--- src/rtl/morse_pkg.sv ---
// Shared types, ASCII constants and default timing for the Morse keyer.
package morse_pkg;

  typedef enum logic [2:0] {
    IDLE,
    MARK,
    ELEM_GAP,
    CHAR_GAP,
    WORD_GAP
  } state_t;

  // LUT entry: little-endian element code (bit0 keyed first, 1 = dash) and element count.
  localparam int CODE_W = 7;
  localparam int LEN_W  = 3;
  localparam int LUT_W  = CODE_W + LEN_W;

  typedef struct packed {
    logic [CODE_W-1:0] code;
    logic [LEN_W-1:0]  len;
  } lut_entry_t;

  localparam logic [6:0] ASCII_SPACE = 7'h20;
  localparam logic [6:0] ASCII_LA    = 7'h61;
  localparam logic [6:0] ASCII_LZ    = 7'h7A;

  localparam int DEF_UNIT_CYCLES    = 2400000;
  localparam int DEF_FIFO_DEPTH     = 8;
  localparam int DEF_DASH_UNITS     = 3;
  localparam int DEF_CHAR_GAP_UNITS = 3;
  localparam int DEF_WORD_GAP_UNITS = 7;

  // Lowercase letters share the uppercase codes.
  function automatic logic [6:0] fold_case(input logic [6:0] c);
    if (c >= ASCII_LA && c <= ASCII_LZ) return c - 7'h20;
    return c;
  endfunction

endpackage

--- src/rtl/morse_lut.sv ---
// Combinational ASCII -> {code,len} ROM. Unsupported characters (including space) return all zeros.
module morse_lut
  import morse_pkg::*;
(
  input  logic [6:0] ascii,
  output lut_entry_t entry
);

  function automatic lut_entry_t mk(input int unsigned c, input int unsigned l);
    lut_entry_t e;
    e.code = CODE_W'(c);
    e.len  = LEN_W'(l);
    return e;
  endfunction

  logic [6:0] ch;

  // Case-folded character lookup.
  always_comb begin
    ch    = fold_case(ascii);
    entry = '0;
    case (ch)
      7'h41: entry = mk(2, 2);    // A .-
      7'h42: entry = mk(1, 4);    // B -...
      7'h43: entry = mk(5, 4);    // C -.-.
      7'h44: entry = mk(1, 3);    // D -..
      7'h45: entry = mk(0, 1);    // E .
      7'h46: entry = mk(4, 4);    // F ..-.
      7'h47: entry = mk(3, 3);    // G --.
      7'h48: entry = mk(0, 4);    // H ....
      7'h49: entry = mk(0, 2);    // I ..
      7'h4A: entry = mk(14, 4);   // J .---
      7'h4B: entry = mk(5, 3);    // K -.-
      7'h4C: entry = mk(2, 4);    // L .-..
      7'h4D: entry = mk(3, 2);    // M --
      7'h4E: entry = mk(1, 2);    // N -.
      7'h4F: entry = mk(7, 3);    // O ---
      7'h50: entry = mk(6, 4);    // P .--.
      7'h51: entry = mk(11, 4);   // Q --.-
      7'h52: entry = mk(2, 3);    // R .-.
      7'h53: entry = mk(0, 3);    // S ...
      7'h54: entry = mk(1, 1);    // T -
      7'h55: entry = mk(4, 3);    // U ..-
      7'h56: entry = mk(8, 4);    // V ...-
      7'h57: entry = mk(6, 3);    // W .--
      7'h58: entry = mk(9, 4);    // X -..-
      7'h59: entry = mk(13, 4);   // Y -.--
      7'h5A: entry = mk(3, 4);    // Z --..
      7'h30: entry = mk(31, 5);   // 0 -----
      7'h31: entry = mk(30, 5);   // 1 .----
      7'h32: entry = mk(28, 5);   // 2 ..---
      7'h33: entry = mk(24, 5);   // 3 ...--
      7'h34: entry = mk(16, 5);   // 4 ....-
      7'h35: entry = mk(0, 5);    // 5 .....
      7'h36: entry = mk(1, 5);    // 6 -....
      7'h37: entry = mk(3, 5);    // 7 --...
      7'h38: entry = mk(7, 5);    // 8 ---..
      7'h39: entry = mk(15, 5);   // 9 ----.
      7'h2E: entry = mk(42, 6);   // . .-.-.-
      7'h2C: entry = mk(51, 6);   // , --..--
      7'h3F: entry = mk(12, 6);   // ? ..--..
      7'h2F: entry = mk(9, 5);    // / -..-.
      7'h3D: entry = mk(17, 5);   // = -...-
      7'h2D: entry = mk(33, 6);   // - -....-
      7'h2B: entry = mk(10, 5);   // + .-.-.
      default: entry = '0;
    endcase
  end

endmodule

--- src/rtl/morse_keyer.sv ---
// Buffers ASCII characters in a small FIFO and keys them out as ITU-timed Morse.
module morse_keyer
  import morse_pkg::*;
#(
  parameter int UNIT_CYCLES    = DEF_UNIT_CYCLES,
  parameter int FIFO_DEPTH     = DEF_FIFO_DEPTH,
  parameter int DASH_UNITS     = DEF_DASH_UNITS,
  parameter int CHAR_GAP_UNITS = DEF_CHAR_GAP_UNITS,
  parameter int WORD_GAP_UNITS = DEF_WORD_GAP_UNITS
) (
  input  logic                          clk_24,
  input  logic                          rst,
  input  logic                          ascii_valid,
  output logic                          ascii_ready,
  input  logic [6:0]                    ascii_code,
  input  logic                          abort,
  output logic                          key_out,
  output logic                          busy,
  output logic                          unsupported,
  output logic [$clog2(FIFO_DEPTH):0]   fifo_count
);

  localparam int PTR_W      = $clog2(FIFO_DEPTH);
  localparam int CNT_W      = PTR_W + 1;
  localparam int WGAP_UNITS = WORD_GAP_UNITS - CHAR_GAP_UNITS;
  // Longest single timed interval, so the one shared timer covers every state.
  localparam int MAX_UNITS0 = (DASH_UNITS > CHAR_GAP_UNITS) ? DASH_UNITS : CHAR_GAP_UNITS;
  localparam int MAX_UNITS  = (MAX_UNITS0 > WGAP_UNITS) ? MAX_UNITS0 : WGAP_UNITS;
  localparam int TIMER_W    = $clog2(MAX_UNITS * UNIT_CYCLES) + 1;

  // Reload values are interval-1: the state is left on the edge after the timer reads zero.
  localparam logic [TIMER_W-1:0] T_DOT  = TIMER_W'(UNIT_CYCLES - 1);
  localparam logic [TIMER_W-1:0] T_DASH = TIMER_W'(DASH_UNITS * UNIT_CYCLES - 1);
  localparam logic [TIMER_W-1:0] T_CHAR = TIMER_W'(CHAR_GAP_UNITS * UNIT_CYCLES - 1);
  localparam logic [TIMER_W-1:0] T_WORD = TIMER_W'(WGAP_UNITS * UNIT_CYCLES - 1);

  logic [6:0]         mem [FIFO_DEPTH];
  logic [PTR_W-1:0]   wr_ptr, rd_ptr;
  logic [CNT_W-1:0]   count;
  logic               rdy_en;

  state_t             state;
  logic [TIMER_W-1:0] timer;
  logic [CODE_W-1:0]  shreg;
  logic [LEN_W-1:0]   elems;
  logic               key_r, unsup_r;

  logic               full, empty, push, pop, expired, dispatch, is_space;
  logic [6:0]         head;
  lut_entry_t         ent;

  assign full        = (count == CNT_W'(FIFO_DEPTH));
  assign empty       = (count == '0);
  assign ascii_ready = rdy_en & ~full & ~abort;
  assign push        = ascii_valid & ascii_ready;
  assign expired     = (timer == '0);
  // A gap that expires dispatches the next character directly, so marks follow gaps with no idle cycle.
  assign dispatch    = (state == IDLE) | (((state == CHAR_GAP) | (state == WORD_GAP)) & expired);
  assign pop         = dispatch & ~empty & ~abort;
  assign head        = mem[rd_ptr];
  assign is_space    = (head == ASCII_SPACE);

  assign key_out     = key_r;
  assign unsupported = unsup_r;
  assign fifo_count  = count;
  assign busy        = (state != IDLE) | ~empty;

  morse_lut u_lut (
    .ascii (head),
    .entry (ent)
  );

  // Hold ready low until the first edge after reset release.
  always_ff @(posedge clk_24 or posedge rst) begin
    if (rst) rdy_en <= 1'b0;
    else     rdy_en <= 1'b1;
  end

  // FIFO storage; no reset needed since count gates every read.
  always_ff @(posedge clk_24) begin
    if (push) mem[wr_ptr] <= ascii_code;
  end

  // FIFO pointers and occupancy; abort flushes everything.
  always_ff @(posedge clk_24 or posedge rst) begin
    if (rst) begin
      wr_ptr <= '0;
      rd_ptr <= '0;
      count  <= '0;
    end else if (abort) begin
      wr_ptr <= '0;
      rd_ptr <= '0;
      count  <= '0;
    end else begin
      if (push) wr_ptr <= wr_ptr + PTR_W'(1);
      if (pop)  rd_ptr <= rd_ptr + PTR_W'(1);
      case ({push, pop})
        2'b10:   count <= count + CNT_W'(1);
        2'b01:   count <= count - CNT_W'(1);
        default: count <= count;
      endcase
    end
  end

  // Keying FSM with the shared down-counter and registered outputs.
  always_ff @(posedge clk_24 or posedge rst) begin
    if (rst) begin
      state   <= IDLE;
      timer   <= '0;
      shreg   <= '0;
      elems   <= '0;
      key_r   <= 1'b0;
      unsup_r <= 1'b0;
    end else begin
      unsup_r <= 1'b0;
      if (abort) begin
        state <= IDLE;
        timer <= '0;
        shreg <= '0;
        elems <= '0;
        key_r <= 1'b0;
      end else if (dispatch) begin
        if (pop) begin
          if (is_space) begin
            state <= WORD_GAP;
            timer <= T_WORD;
            key_r <= 1'b0;
          end else if (ent.len == '0) begin
            unsup_r <= 1'b1;
            state   <= IDLE;
            timer   <= '0;
            key_r   <= 1'b0;
          end else begin
            shreg <= ent.code;
            elems <= ent.len - LEN_W'(1);
            timer <= ent.code[0] ? T_DASH : T_DOT;
            key_r <= 1'b1;
            state <= MARK;
          end
        end else begin
          state <= IDLE;
          timer <= '0;
          key_r <= 1'b0;
        end
      end else begin
        case (state)
          MARK: begin
            if (expired) begin
              key_r <= 1'b0;
              if (elems != '0) begin
                state <= ELEM_GAP;
                timer <= T_DOT;
              end else begin
                state <= CHAR_GAP;
                timer <= T_CHAR;
              end
            end else begin
              timer <= timer - TIMER_W'(1);
            end
          end
          ELEM_GAP: begin
            if (expired) begin
              shreg <= shreg >> 1;
              elems <= elems - LEN_W'(1);
              timer <= shreg[1] ? T_DASH : T_DOT;
              key_r <= 1'b1;
              state <= MARK;
            end else begin
              timer <= timer - TIMER_W'(1);
            end
          end
          CHAR_GAP, WORD_GAP: timer <= timer - TIMER_W'(1);
          default:            state <= IDLE;
        endcase
      end
    end
  end

endmodule

--- config.mk ---
export PLATFORM = sky130hd
export DESIGN_NAME = morse_keyer
export DESIGN_NICKNAME = d
export VERILOG_FILES = /design/src/rtl/morse_pkg.sv /design/src/rtl/morse_lut.sv /design/src/rtl/morse_keyer.sv
export SDC_FILE = /design/constraint.sdc
export NUM_CORES = 1
export LEC_CHECK = 0
export ABC_AREA = 1
export BUFFER_PORTS_ARGS = -buffer_cell sky130_fd_sc_hd__buf_4
export CAP_MARGIN = 20
export CORE_ASPECT_RATIO = 1.4
export CORE_MARGIN = 2
export CORE_UTILIZATION = 55
export CTS_CLUSTER_DIAMETER = 40
export DETAILED_ROUTE_END_ITERATION = 8
export PLACE_DENSITY = 0.86
export SETUP_SLACK_MARGIN = 0.4
export SLEW_MARGIN = 5
export SYNTH_ARGS = -nofsm -noshare
export SYNTH_HDL_FRONTEND = slang
export SYNTH_SLANG_ARGS = --single-unit
--- constraint.sdc ---
create_clock -name clk_24 -period 3.1 [get_ports clk_24]
set_input_delay 0.155 -clock clk_24 [delete_from_list [all_inputs] [get_ports clk_24]]
set_output_delay 0.155 -clock clk_24 [all_outputs]
set_load 0.01 [all_outputs]
==> flow_metrics.tcl <==
set metrics [dict create \
    status "complete, but fails checks" \
    violations "setup timing" \
    crit_path_cell_trace "buf_12, nor2_1, nor2_1, nand2_1, nand3_1, nand2_4, inv_4, ha_4, inv_4, nor2_4, nand3_2, nand3_4, nand3b_1, nand2_8, nor2_4, nor2_4, buf_6, nand4_4, nand3_4, nand2_2, o21ai_2" \
    postSynthAreaPerCell_um2 7.793 \
    synth_compound_area_share_pct 9.134 \
    ios 19 \
    globalplace.congestion 0.9878 \
    fillCellCount 733 \
    clock-root-buffer "clkbuf_16" \
    drt_iter0_drc 1008 \
    final_hold_viol_count 0 \
    switchingPower_w 0.005716 \
    drive_gt1_share_pct 30.32 \
    syn-num-nets 877 \
    worst_pin_slew_ns 0.9664 \
    fin_crit_sh_pct 106.8 \
    core.rowCount 47 \
    slowest_stage "dfrtp_2" \
    hp-class "in -> async" \
    setup_viol 28 \
    coreArea_um2 11760 \
    ir_drop_uv 757.3 \
    wl_mm 23.17 \
    vias 7067 \
    ys_types 51 \
    ant_nets 0 \
    rrSetupSlack_ns -0.21 \
    ys_seq_area_share_pct 43.95 \
    fp.dieH_um 133.8 \
    clk_path_buf_depth 2 \
    synth_xor_area_share_pct 2.648 \
    crit_fanout 9 \
    total_power_w 0.01113 \
    portBuffers 18 \
    top_usage_layer "met2" \
    dp_cells 1014 \
    rsz0062_at_grt "true" \
    die_area_um2 12940 \
    final_max_slew_viol_count 0 \
    synth_simple_gate_area_share_pct 31.90 \
    use_met3_pct 4.221 \
    hpwl_mm 11.50 \
    ys_warn_count 0 \
    r2r_cells 21 \
    fmax_mhz 302.1 \
    vias_per_cell 6.436 \
    grt-ovfl-total 0 \
    syn2layout_area_growth_pct 29.50 \
    power_frac_seq_pct 17.2 \
    multi_input_area_um2 3771 \
    whs_ns 0.0003499 \
    cellPowerDensity_nw_per_um2 1299 \
    clock_latency_ns 0.37 \
    pre_cts_ws_ns -0.03791 \
    firstDrtPassIters 9 \
    max-slew-margin-rel_pct 35.34 \
    die_w_um 96.70 \
    power.leakage_nw 3.985 \
    setup_ws_ns -0.2106 \
    crit_top_cell "nor2_4" \
    required_ns 3.35 \
    cts_sinks 105 \
    post-route-util_pct 72.85 \
    grt_first_pass_wirelength_mm 30.97 \
    cpPeakStageDelay_ns 0.46 \
    antenna_found_initial 1 \
    grtUsageTotal_pct 29.90 \
    grt_max_degree 43 \
    synth_top_family_by_area "simple AND/OR/NAND/NOR gates" \
    fin_cells 1098 \
    syn-cell-area_um2 6616 \
    netlist_instances 849 \
    synth-main-ff-cell "edfxtp_1" \
    power.internal_w 0.005419 \
    nets 973 \
    regArea_um2 2912 \
    rr_endpoint "shreg[5]$_DFFE_PP0P_" \
    drc 0 \
    crit_buf_inv 4 \
    ys_ff_latch 105 \
    gr-usage-met2_pct 51.85 \
    synth-async-reset-ratio_pct 46.67 \
    wl_per_cell_um 21.10 \
    r2r-start "rd_ptr[0]$_DFFE_PP0P_" \
    numCtsBuffers 9 \
    start_util_pct 56.26 \
    cts_max_level 3 \
    critPathKind "reg -> reg" \
    grt_pass1_vias 6492 \
    grt_use_met1_pct 33.10 \
    switching_share_pct 51.33 \
    crit_arrival_ns 3.56 \
    synth-adder-area-share_pct 3.328 \
    cts_tree "built" \
    final.setup_skew_ns 0.01143 \
    hold_buffers 0 \
    period_minus_slack_ns 3.311 \
    cp-end-kind "flip-flop" \
    synthMuxAreaShare_pct 0 \
    crit_family "simple AND/OR/NAND/NOR gates" \
    crit_path_start_kind "flip-flop" \
    p_clk_share_pct 10.7 \
    pwr-share-comb_pct 72.1 \
    path_clk_slew_ns 0.08 \
    synth_edf_count 56 \
    max_cap_violations 0 \
]
worst max-delay path by stage:
stage / cells past startpoint / slack, ns / start / endpoint
6_report: 21 / -0.21 / rd_ptr[0]$_DFFE_PP0P_ / shreg[5]$_DFFE_PP0P_
5_1_grt: 20 / -0.24 / rd_ptr[0]$_DFFE_PP0P_ / shreg[5]$_DFFE_PP0P_
4_1_cts: 23 / 0.16 / rd_ptr[0]$_DFFE_PP0P_ / elems[1]$_DFFE_PP0P_
3_5_place_dp: 24 / -0.04 / rd_ptr[0]$_DFFE_PP0P_ / elems[1]$_DFFE_PP0P_
3_3_place_gp: 20 / 0.05 / rd_ptr[0]$_DFFE_PP0P_ / elems[1]$_DFFE_PP0P_
2_1_floorplan: 24 / 0.25 / rd_ptr[0]$_DFFE_PP0P_ / elems[1]$_DFFE_PP0P_
cell type report:
class                   count  area share (%)
diodes                      1         0.02921
clock buffers              10           2.789
clock inverters             6          0.7886
inverters                 114           5.388
multi-input cells         610           44.01
flip-flops and latches    105           33.98
well taps                 147           2.147
repair buffers            105           10.86
registers in the layout, summed over array words and instances, names as in the netlist:
signal	count
state	3
timer	25
mem	56
wr_ptr	3
shreg	5
elems	3
unsupported	1
key_out	1
fifo_count	4
rd_ptr	3
rdy_en	1
power by group through the flow:
stage	Sequential [W]	Clock (W)	Combinational (W)
floorplan	0.00186	0	0.00378
global placement	0.00189	0	0.00470
detailed placement	0.00189	0	0.00480
CTS	0.00188	0.00117	0.00613
global route	0.00193	0.00124	0.00844
finish	0.00192	0.00120	0.00802
per-stage QoR:
| stage | TNS [ns] | cell area (um2) |
|---|---|---|
| floorplan | 0 | 6684 |
| finish | -3.293 | 8568 |
| detailed placement | -0.04832 | 7007 |
| global placement | 0 | 7007 |
| global route | -5.347 | 8568 |
| CTS | 0 | 7984 |
routing by layer:
layer  share of wire [%]  vias to the layer above
li1                    -                     2965
met1                  32                     3227
met2                  48                      642
met3                  10                      233
met4                 9.3                        0
met5                   0                        -
worst register-to-register path: cells and delay by family (launching register included):
| family | cells | cell delay, ns |
|---|---|---|
| AND/OR/NAND/NOR | 15 | 2.06 |
| flip-flops | 1 | 0.46 |
| adder cells (fa/ha/maj) | 1 | 0.17 |
| AO/OA/AOI/OAI | 1 | 0.07 |
| buffers and inverters | 4 | 0.42 |
cells by family after synthesis:
kind of cell / Yosys count
AND/OR/NAND/NOR: 470
buffers and inverters: 136
flip-flops: 105
AO/OA/AOI/OAI: 100
XOR/XNOR: 20
adder cells (fa/ha/maj): 17
other: 1
repair_timing:
action | 4_1_cts | 5_1_grt
pin swaps | 36 | 45
gates resized for setup | 86 | 89
endpoints found under the setup margin | 30 | 39
cloned | 4 | 1
setup buffers | 34 | 28
synth_stat cells, types with 2 or more instances:
| library cell | n | area share [%] |
|---|---|---|
| or2_2 | 4 | 0.38 |
| a31oi_1 | 4 | 0.38 |
| clkbuf_1 | 6 | 0.34 |
| inv_1 | 108 | 6.1 |
| xnor2_1 | 6 | 0.79 |
| nor2_2 | 4 | 0.38 |
| nor3_1 | 11 | 0.83 |
| o211ai_1 | 5 | 0.57 |
| o22ai_1 | 6 | 0.57 |
| nand3b_1 | 3 | 0.34 |
| o21ai_0 | 36 | 2.7 |
| edfxtp_1 | 56 | 25 |
| nor2_4 | 4 | 0.68 |
| nand2_4 | 3 | 0.51 |
| a21oi_1 | 22 | 1.7 |
| clkinv_1 | 2 | 0.11 |
| nand3_4 | 3 | 0.79 |
| o21bai_1 | 2 | 0.23 |
| o21ai_1 | 3 | 0.23 |
| buf_4 | 3 | 0.34 |
| nand4_1 | 7 | 0.66 |
| nand2_2 | 13 | 1.2 |
| buf_2 | 6 | 0.45 |
| buf_6 | 5 | 0.85 |
| o21ai_2 | 9 | 1.2 |
| xor2_1 | 14 | 1.9 |
| nand3_2 | 4 | 0.61 |
| o41ai_1 | 2 | 0.26 |
| nor2_1 | 80 | 4.5 |
| nand3_1 | 74 | 5.6 |
| ha_1 | 16 | 3.0 |
| a22oi_1 | 3 | 0.34 |
| nand2_1 | 255 | 14 |
| o31ai_1 | 2 | 0.23 |
| buf_8 | 2 | 0.45 |
| dfrtp_1 | 49 | 19 |
| inv_2 | 3 | 0.17 |
cell usage in the layout, fill, tap and decap left out, types with 15 or more instances in the layout:
master and count:
a21oi_1 18, buf_4 87, dfrtp_1 46, edfxtp_1 56
inv_1 96, nand2_1 211, nand2_2 40, nand2_4 16
nand3_1 54, nand3_2 21, nor2_1 64, nor2_4 15
o21ai_0 31
No activity file was read; power rests on OpenSTA's default activity.
